### config.mk
export PLATFORM = sky130hd
export DESIGN_NAME = seg7_capture_flat
export DESIGN_NICKNAME = d
export VERILOG_FILES = /design/src/rtl/seg7_capture_if.sv /design/src/rtl/seg7_capture.sv /design/src/flat_wrapper.sv
export SDC_FILE = /design/constraint.sdc
export NUM_CORES = 1
export LEC_CHECK = 0
export CORE_MARGIN = 1
export CORE_UTILIZATION = 43
export DETAILED_ROUTE_END_ITERATION = 10
export PLACE_DENSITY = 0.66
export SYNTH_ARGS = -nofsm -noshare
export SYNTH_HDL_FRONTEND = slang
export SYNTH_SLANG_ARGS = --single-unit
### constraint.sdc
create_clock -name clk -period 2.2 [get_ports clk]
set_clock_uncertainty 0.2 [all_clocks]
set_input_delay 0.44 -clock clk [delete_from_list [all_inputs] [get_ports clk]]
set_output_delay 0.44 -clock clk [all_outputs]
set_load 0.02 [all_outputs]
### src/rtl/seg7_capture_if.sv
// Bus bundle for seg7_capture: raw segment input, control strobes and decoded status.
interface seg7_capture_if #(
    parameter int ERR_W = 8
);
    logic             en;
    logic [6:0]       seg_in;
    logic             clear_err;
    logic [3:0]       digit;
    logic             digit_valid;
    logic             blank;
    logic             pat_err;
    logic             seq_err;
    logic [ERR_W-1:0] err_count;

    modport master (
        output en, seg_in, clear_err,
        input  digit, digit_valid, blank, pat_err, seq_err, err_count
    );

    modport slave (
        input  en, seg_in, clear_err,
        output digit, digit_valid, blank, pat_err, seq_err, err_count
    );
endinterface

### src/rtl/seg7_capture.sv
// Seven-segment capture: synchronize, glitch-filter and decode a segment bus back to hex,
// checking that successive digits count up by one (mod 16) and tallying malformed patterns.
//
// state | meaning
// IDLE  | no reference digit; next legal glyph is accepted without a sequence check
// TRACK | digit holds the reference; next legal glyph must equal digit+1 mod 16
module seg7_capture #(
    parameter int STABLE_CYCLES = 4,
    parameter int ERR_W         = 8
) (
    input  logic           clk,
    input  logic           rst_n,
    seg7_capture_if.slave  bus
);
    localparam logic [7:0]       STAB_MAX  = 8'(STABLE_CYCLES);
    localparam logic [7:0]       STAB_LAST = 8'(STABLE_CYCLES - 1);
    localparam logic [ERR_W-1:0] ERR_MAX   = '1;

    typedef enum logic {IDLE, TRACK} state_t;

    state_t           state, state_nx;
    logic [6:0]       s1, s2, cand, acc;
    logic [7:0]       stab;
    logic             accept;
    logic             glyph_ok;
    logic [3:0]       glyph_val;
    logic [3:0]       digit_q, digit_nx;
    logic             valid_q, valid_nx;
    logic             blank_q, blank_nx;
    logic             perr_q, perr_nx;
    logic             serr_q, serr_nx;
    logic [ERR_W-1:0] ecnt_q, ecnt_nx, ecnt_base;
    logic             seq_break, err_event;

    // An unchanged display never re-accepts because cand must differ from acc.
    assign accept = bus.en && (stab == STAB_LAST) && (s2 == cand) && (cand != acc);

    always_ff @(posedge clk) begin
        if (!rst_n) begin
            s1   <= '0;
            s2   <= '0;
            cand <= '0;
            stab <= '0;
            acc  <= '0;
        end else begin
            s1 <= bus.seg_in;
            s2 <= s1;
            if (s2 != cand) begin
                cand <= s2;
                stab <= '0;
            end else if (!bus.en) begin
                stab <= '0;
            end else if (stab < STAB_MAX) begin
                stab <= stab + 8'd1;
            end
            if (accept) acc <= cand;
        end
    end

    always_comb begin
        glyph_ok  = 1'b1;
        glyph_val = 4'h0;
        case (cand)
            7'h3F: glyph_val = 4'h0;
            7'h06: glyph_val = 4'h1;
            7'h5B: glyph_val = 4'h2;
            7'h4F: glyph_val = 4'h3;
            7'h66: glyph_val = 4'h4;
            7'h6D: glyph_val = 4'h5;
            7'h7D: glyph_val = 4'h6;
            7'h07: glyph_val = 4'h7;
            7'h7F: glyph_val = 4'h8;
            7'h6F: glyph_val = 4'h9;
            7'h77: glyph_val = 4'hA;
            7'h7C: glyph_val = 4'hB;
            7'h39: glyph_val = 4'hC;
            7'h5E: glyph_val = 4'hD;
            7'h79: glyph_val = 4'hE;
            7'h71: glyph_val = 4'hF;
            default: glyph_ok = 1'b0;
        endcase
    end

    always_comb begin
        state_nx  = state;
        digit_nx  = digit_q;
        valid_nx  = 1'b0;
        blank_nx  = blank_q;
        perr_nx   = 1'b0;
        seq_break = 1'b0;
        if (accept) begin
            if (cand == 7'h00) begin
                blank_nx = 1'b1;
                state_nx = IDLE;
            end else if (glyph_ok) begin
                digit_nx = glyph_val;
                valid_nx = 1'b1;
                blank_nx = 1'b0;
                state_nx = TRACK;
                seq_break = (state == TRACK) && (glyph_val != digit_q + 4'd1);
            end else begin
                perr_nx  = 1'b1;
                blank_nx = 1'b0;
                state_nx = IDLE;
            end
        end
        // Clear takes effect first so a coincident error still counts.
        err_event = perr_nx || seq_break;
        ecnt_base = bus.clear_err ? '0 : ecnt_q;
        ecnt_nx   = (err_event && ecnt_base != ERR_MAX) ? ecnt_base + 1'b1 : ecnt_base;
        serr_nx   = (bus.clear_err ? 1'b0 : serr_q) | seq_break;
    end

    always_ff @(posedge clk) begin
        if (!rst_n) begin
            state   <= IDLE;
            digit_q <= '0;
            valid_q <= 1'b0;
            blank_q <= 1'b1;
            perr_q  <= 1'b0;
            serr_q  <= 1'b0;
            ecnt_q  <= '0;
        end else begin
            state   <= state_nx;
            digit_q <= digit_nx;
            valid_q <= valid_nx;
            blank_q <= blank_nx;
            perr_q  <= perr_nx;
            serr_q  <= serr_nx;
            ecnt_q  <= ecnt_nx;
        end
    end

    assign bus.digit       = digit_q;
    assign bus.digit_valid = valid_q;
    assign bus.blank       = blank_q;
    assign bus.pat_err     = perr_q;
    assign bus.seq_err     = serr_q;
    assign bus.err_count   = ecnt_q;
endmodule

### src/flat_wrapper.sv
// flat-port wrapper written by rule: the top's interface ports become plain ports
module seg7_capture_flat 
#(
    parameter int STABLE_CYCLES = 4,
    parameter int ERR_W         = 8
)
  (clk, rst_n, bus_en, bus_seg_in, bus_clear_err, bus_digit, bus_digit_valid, bus_blank, bus_pat_err, bus_seq_err, bus_err_count);
  seg7_capture_if #(.ERR_W(ERR_W)) bus_i ();
  input  logic clk;
  input  logic rst_n;
  input wire logic [$bits(bus_i.en)-1:0] bus_en;
  input wire logic [$bits(bus_i.seg_in)-1:0] bus_seg_in;
  input wire logic [$bits(bus_i.clear_err)-1:0] bus_clear_err;
  output wire logic [$bits(bus_i.digit)-1:0] bus_digit;
  output wire logic [$bits(bus_i.digit_valid)-1:0] bus_digit_valid;
  output wire logic [$bits(bus_i.blank)-1:0] bus_blank;
  output wire logic [$bits(bus_i.pat_err)-1:0] bus_pat_err;
  output wire logic [$bits(bus_i.seq_err)-1:0] bus_seq_err;
  output wire logic [$bits(bus_i.err_count)-1:0] bus_err_count;
  assign bus_i.en = bus_en;
  assign bus_i.seg_in = bus_seg_in;
  assign bus_i.clear_err = bus_clear_err;
  assign bus_digit = bus_i.digit;
  assign bus_digit_valid = bus_i.digit_valid;
  assign bus_blank = bus_i.blank;
  assign bus_pat_err = bus_i.pat_err;
  assign bus_seq_err = bus_i.seq_err;
  assign bus_err_count = bus_i.err_count;
  seg7_capture #(.STABLE_CYCLES(STABLE_CYCLES), .ERR_W(ERR_W)) u_core (.clk(clk), .rst_n(rst_n), .bus(bus_i));
endmodule
==> results of run 1 <==
-- per-layer routing --
| metal | share of wire, % | GRT usage (%) | wire length [um] |
|---|---|---|---|
| met5 | 0 | 0 | 0 |
| met4 | 2.7 | 8.04 | 184 |
| met2 | 50 | 39.1 | 3410 |
| met1 | 44 | 27.3 | 3010 |
| met3 | 3.4 | 3.52 | 230 |
-- area by class of cell --
type | count | area share [%]
Sequential cell | 53 | 27.4
Timing Repair Buffer | 106 | 23.4
Tap cell | 75 | 2.37
Inverter | 7 | 0.664
Multi-Input combinational cell | 206 | 43.8
Clock buffer | 5 | 1.74
Clock inverter | 3 | 0.664
-- Yosys cell counts, drive strengths merged (2+ instances only) --
cell type	instances	area (sq um)
dfxtp	53	1060
nand2	25	93.8
and2	23	144
nor2	20	75.1
xnor2	17	149
a21oi	14	77.6
buf	14	128
mux2i	10	104
and3	9	56.3
nand4	9	56.3
inv	7	26.3
clkbuf	6	22.5
nand2b	6	37.5
o21ai	6	30.0
nor2b	4	25.0
xor2	4	35.0
a211oi	3	22.5
ha	3	37.5
nand3	3	15.0
nor3b	3	32.5
nor4	3	25.0
or2	3	18.8
a211o	2	17.5
a31o	2	17.5
and3b	2	17.5
and4	2	17.5
nand3b	2	15.0
nand4b	2	17.5
nor3	2	10.0
nor4bb	2	20.0
o21bai	2	15.0
o31ai	2	15.0
or3	2	12.5
or4	2	15.0
-- per-stage QoR --
stage / area [sq um] / hold WS [ns]
final: 3960 / 0.240
after global routing: 3960 / 0.270
after CTS: 3790 / 0.242
after detailed placement: 3360 / 0.218
after global placement: 3360 / 0.216
after floorplan: 2700 / 0.212
-- power groups by stage --
stage | clock network [W] | logic, W | registers (W)
finish | 0.000585 | 0.000185 | 0.000985
global route | 0.000629 | 0.000200 | 0.000988
CTS | 0.000595 | 0.000173 | 0.000984
detailed placement | 0 | 0.000150 | 0.00101
global placement | 0 | 0.000146 | 0.00101
floorplan | 0 | 0.0000871 | 0.00100
-- cells in the final DEF, fill, tap and decap left out, types with 7 or more instances in the layout --
master           synthesis  routed
a21oi_1                 12       7
and2_1                  23      22
and3_1                   9       9
buf_4                    3      65
buf_6                    8      14
clkdlybuf4s50_1          0      26
dfxtp_1                 53      46
mux2i_1                  9       8
nand2_1                 25      19
nand4_1                  9       9
nor2_1                  20      18
xnor2_1                 17      12
-- state kept, by name, summed over array words and instances, names as in the netlist --
| signal | count |
|---|---|
| u_core.s2 | 7 |
| u_core.bus.digit | 4 |
| u_core.state | 1 |
| u_core.s1 | 7 |
| u_core.cand | 7 |
| u_core.bus.pat_err | 1 |
| u_core.stab | 8 |
| u_core.bus.digit_valid | 1 |
| u_core.acc | 7 |
| u_core.bus.err_count | 8 |
| u_core.bus.seq_err | 1 |
| u_core.bus.blank | 1 |
-- what timing repair did --
item                       CTS  global route
pin swaps                   19            14
gates resized for setup     48            31
cloned                       1             0
setup buffers               16             3
hold buffers                 0             0
setup endpoints to repair   24            27
-- kinds of logic (layout without fill, tap and decap cells) --
family | after synthesis | in the layout | synth area share [%]
simple gates | 129 | 129 | 28.8
xor+xnor | 21 | 21 | 6.99
compound gates | 42 | 42 | 11.4
mux | 11 | 11 | 4.37
buf+inv | 27 | 121 | 6.70
fa+ha+maj | 3 | 3 | 1.43
flops | 53 | 53 | 40.3
-- path summary, 6_finish.rpt --
| kind | start | to | slack [ns] | cells after the start |
|---|---|---|---|---|
| setup / recovery | u_core.cand[3] | u_core.bus.err_count[2] | -0.45 | 10 |
| hold / removal | u_core.s1[4] | u_core.s2[4] | 0.24 | 1 |
| setup reg to reg | u_core.cand[3] | u_core.bus.err_count[2] | -0.45 | 10 |
| hold reg to reg | u_core.s1[4] | u_core.s2[4] | 0.24 | 1 |
==> impl_metrics.yaml, run 1 <==
clock_network:
  cts_sinks: 53
  htree_levels: 2
  clkLatencyLatePin_ns: 0.31
  clkTransAtPathRegs_ns: 0.10
  cts_tree: "done"
  clk_root_buffer_cell: "clkbuf_8"
  clk_path_buf_depth: 2
  cts-buffers-inserted: 5
run:
  cap_violations: 0
synthesis:
  netlist_area_sq_um: 2630
  synth.net_count: 300
  ys_seq_elements: 53
  yosysWarnings: 0
  synth_cells: 286
  ys.flop_type: "dfxtp_1"
  ys_types: 59
  synth_async_sr_flop_share_pct: 0
  avgSynthCellArea_sq_um: 9.20
  synth_edf_count: 0
  yosysSeqAreaShare_pct: 40.3
sta:
  rsz0062_at_grt: "yes"
  tns_ns: -3.58
  hold_violations: 0
  slew_headroom_pct: 76.3
  post-route-period-util_pct: 120
  layout_setup_ws_ns: -0.447
  fin_crit_ns: 2.65
  setup-violations-final: 18
  slew_viol_final: 0
  fmax_mhz: 378
  tightest_slew_ns: 0.353
placed_design:
  gp_routability_congestion: 0.835
  hpwl_um: 4290
  dp_worst_setup_slack_ns: -0.571
  dp.cells: 428
  portBuffers: 26
pwr:
  p_clk_share_pct: 33.3
  finalPower_w: 0.00175
  powerDensity_nw_per_um2: 444
  p_seq_share_pct: 56.1
  power.leakage_nw: 1.60
  swShare_pct: 25.5
  internal_power_w: 0.00131
  power_switching_w: 0.000447
  ir_drop_mv: 0.472
  pwr-share-comb_pct: 10.5
die:
  start_util_pct: 44.4
  rows: 28
  die_width_um: 80.2
  fp.dieH_um: 80.2
  die_area_sq_um: 6440
  ios: 27
  core_sq_um: 5920
critical_path:
  cp_data_required_time_ns: 2.21
  max_stage_delay_ns: 0.38
  path_cells: "buf_4 -> and4bb_2 -> o21bai_1 -> nand2_1 -> o311ai_4 -> mux2i_4 -> o31a_1 -> buf_6 -> a21oi_2 -> a31o_1"
  crit_type: "register to register"
  cp.buffers_inverters: 2
  critPathTopFamily: "compound AO/OA/AOI/OAI gates"
  cp_slowest_cell: "dfxtp_4"
  arrival_ns: 2.66
  endpoint_kind: "register"
  startpoint_type: "register"
  worst-path-max-fanout: 6
layout:
  layout-drive-gt1-share_pct: 39.5
  multi_input_area_sq_um: 1730
  fin_util_pct: 66.8
  syn_to_final_growth_pct: 50.4
  seq_area_sq_um: 1080
  fillCellCount: 459
  num-nets-final: 393
  fin_cells: 455
  antenna_cells: 0
grt:
  grt_max_degree: 33
  gr-usage-all-layers_pct: 22.3
  grt_pass1_vias: 2419
  antenna_found_initial: 0
  grt_pass1_wl_um: 11100
  grt-ovfl-total: 0
detailed_routing:
  vias_per_cell: 5.31
  ant_nets: 0
  drc: 1
  firstDrtPassIters: 7
  wl_per_cell_um: 15.0
  drt-total-wl_um: 6840
  drt-initial-drc-count: 97
  vias: 2417
outcome:
  run_status: "complete, but fails checks"
  violations: "design-rule violations, negative setup slack"
hold_path:
  hp-class: "register to register"
Power figures use the tool's default switching activity.
==> inputs of run 2 (changes only) <==
--- a/config.mk
+++ b/config.mk
@@ -8,6 +8,7 @@
 export CORE_MARGIN = 1
 export CORE_UTILIZATION = 43
 export DETAILED_ROUTE_END_ITERATION = 10
+export MAX_ROUTING_LAYER = met4
 export PLACE_DENSITY = 0.66
 export SYNTH_ARGS = -nofsm -noshare
 export SYNTH_HDL_FRONTEND = slang
==> run 2 against run 1 <==
- the run still ends with design-rule violations, negative setup slack left
- sequential share of layout area unchanged
- non-clock buffer count is the same
- sequential cell count is the same
- count of clock-buffer cells in the layout is the same
- largest cell class unchanged
==> impl_metrics.yaml, run 2 (synthesis results as in run 1) <==
outcome:
  run_status: "complete, but fails checks"
  violations: "design-rule violations, negative setup slack"
detailed_routing:
  drc: 1
  vias: 2416
  ant_nets: 0
  vias_per_cell: 5.31
  drt-initial-drc-count: 94
  firstDrtPassIters: 7
  wl_per_cell_um: 15.0
  drt-total-wl_um: 6810
die:
  die_width_um: 80.2
  die_area_sq_um: 6440
  start_util_pct: 44.4
  rows: 28
  fp.dieH_um: 80.2
  ios: 27
  core_sq_um: 5920
clock_network:
  clkLatencyLatePin_ns: 0.31
  cts_sinks: 53
  clkTransAtPathRegs_ns: 0.10
  htree_levels: 2
  clk_root_buffer_cell: "clkbuf_8"
  holdBufCountCts: 0
  cts_tree: "done"
  clk_path_buf_depth: 2
  cts-buffers-inserted: 5
pwr:
  internal_power_w: 0.00131
  swShare_pct: 25.4
  powerDensity_nw_per_um2: 443
  pwr-share-comb_pct: 10.6
  ir_drop_mv: 0.471
  p_clk_share_pct: 33.3
  power.leakage_nw: 1.60
  p_seq_share_pct: 56.2
  power_switching_w: 0.000445
layout:
  final_common_cell: "buf_4"
  layout-drive-gt1-share_pct: 39.5
  antenna_cells: 0
  final_cell_mix: "65 x buf_4, 46 x dfxtp_1, 26 x clkdlybuf4s50_1, 22 x and2_1, 19 x nand2_1"
  num-nets-final: 393
  fin_util_pct: 66.8
  syn_to_final_growth_pct: 50.4
  fin_cells: 455
grt:
  grt_pass1_vias: 2419
  grt-ovfl-total: 0
  gr-usage-all-layers_pct: 22.9
  grt_pass1_wl_um: 11100
  grt_max_degree: 33
  antenna_found_initial: 0
sta:
  fin_crit_ns: 2.66
  tns_ns: -3.57
  hold_ws_ns: 0.239
  fmax_mhz: 376
  slew_headroom_pct: 76.7
  rsz0062_at_grt: "yes"
  setup-violations-final: 18
  layout_setup_ws_ns: -0.458
  slew_viol_final: 0
  hold_violations: 0
  tightest_slew_ns: 0.348
  post-route-period-util_pct: 121
critical_path:
  crit_type: "register to register"
  regToRegSetupSlack_ns: -0.46
  ff2ff_path_depth: 10
  reg2reg_to: "u_core.bus.err_count[2]"
  arrival_ns: 2.67
  endpoint_kind: "register"
  startpoint_type: "register"
  worst-path-max-fanout: 6
  cp_data_required_time_ns: 2.21
  r2r-start: "u_core.cand[3]"
placed_design:
  gp_routability_congestion: 0.848
  portBuffers: 26
  hpwl_um: 4290
  dp_worst_setup_slack_ns: -0.571
  dp.cells: 428
hold_path:
  holdPathStages: 1
  hp-class: "register to register"
  min_to: "u_core.s2[4]"
  hp-start: "u_core.s1[4]"
run:
  cap_violations: 0
-- run 2: repair_timing --
action / CTS / global route
cloned: 1 / 0
setup buffers: 16 / 3
resized for setup: 48 / 31
setup endpoints to repair: 24 / 27
hold endpoints to repair: 0 / 0
pin swaps: 19 / 14
-- run 2: how the worst max path moves through the flow --
stage | start | end | slack (ns) | depth (start not counted)
after floorplan | u_core.cand[1] | u_core.bus.err_count[1] | -0.16 | 9
after global placement | bus_clear_err | u_core.bus.err_count[7] | -0.50 | 9
after detailed placement | bus_clear_err | u_core.bus.err_count[7] | -0.57 | 9
after CTS | u_core.cand[5] | u_core.bus.err_count[3] | -0.37 | 10
after global routing | u_core.cand[3] | u_core.bus.err_count[2] | -0.58 | 10
final | u_core.cand[3] | u_core.bus.err_count[2] | -0.46 | 10
-- run 2: cell type report --
class | count | area (sq um)
fillers | 459 | 1960
inverters | 7 | 26.3
well taps | 75 | 93.8
multi-input cells | 206 | 1730
clock inverters | 3 | 26.3
flip-flops and latches | 53 | 1080
clock buffers | 5 | 68.8
repair buffers | 106 | 926
-- run 2: critical path: stages, from the launching register on --
cell	delay, ns
dfxtp_4	0.38
buf_4	0.14
and4bb_2	0.22
o21bai_1	0.21
nand2_1	0.16
o311ai_4	0.28
mux2i_4	0.31
o31a_1	0.25
buf_6	0.15
a21oi_2	0.06
a31o_1	0.19
-- run 2: per-layer routing --
metal / track usage [%] / part of all wire [%] / vias to the layer above
met5: - / 0 / -
met3: 3.52 / 2.9 / 19
met1: 27.5 / 44 / 1150
met2: 39.1 / 50 / 61
li1: - / - / 1186
met4: 8.04 / 2.6 / 0
-- run 2: power by group through the flow --
stage	registers, W	clock network, W	logic [W]
finish	0.000985	0.000583	0.000185
global route	0.000988	0.000629	0.000200
CTS	0.000984	0.000595	0.000173
detailed placement	0.00101	0	0.000150
global placement	0.00101	0	0.000146
floorplan	0.00100	0	0.0000871
-- run 2: per-stage QoR --
| step | total power, W | cell area (sq um) |
|---|---|---|
| 6_report | 0.00175 | 3960 |
| 3_3_place_gp | 0.00116 | 3360 |
| 5_1_grt | 0.00182 | 3960 |
| 2_1_floorplan | 0.00109 | 2700 |
| 4_1_cts | 0.00175 | 3790 |
| 3_5_place_dp | 0.00116 | 3360 |
==> inputs of run 3 (changes only) <==
--- a/config.mk
+++ b/config.mk
@@ -5,7 +5,6 @@
 export SDC_FILE = /design/constraint.sdc
 export NUM_CORES = 1
 export LEC_CHECK = 0
-export CORE_MARGIN = 1
 export CORE_UTILIZATION = 43
 export DETAILED_ROUTE_END_ITERATION = 10
 export MAX_ROUTING_LAYER = met4
==> results of run 3 <==
Same layout as run 2: the final DEF is identical, and so are final timing and power.
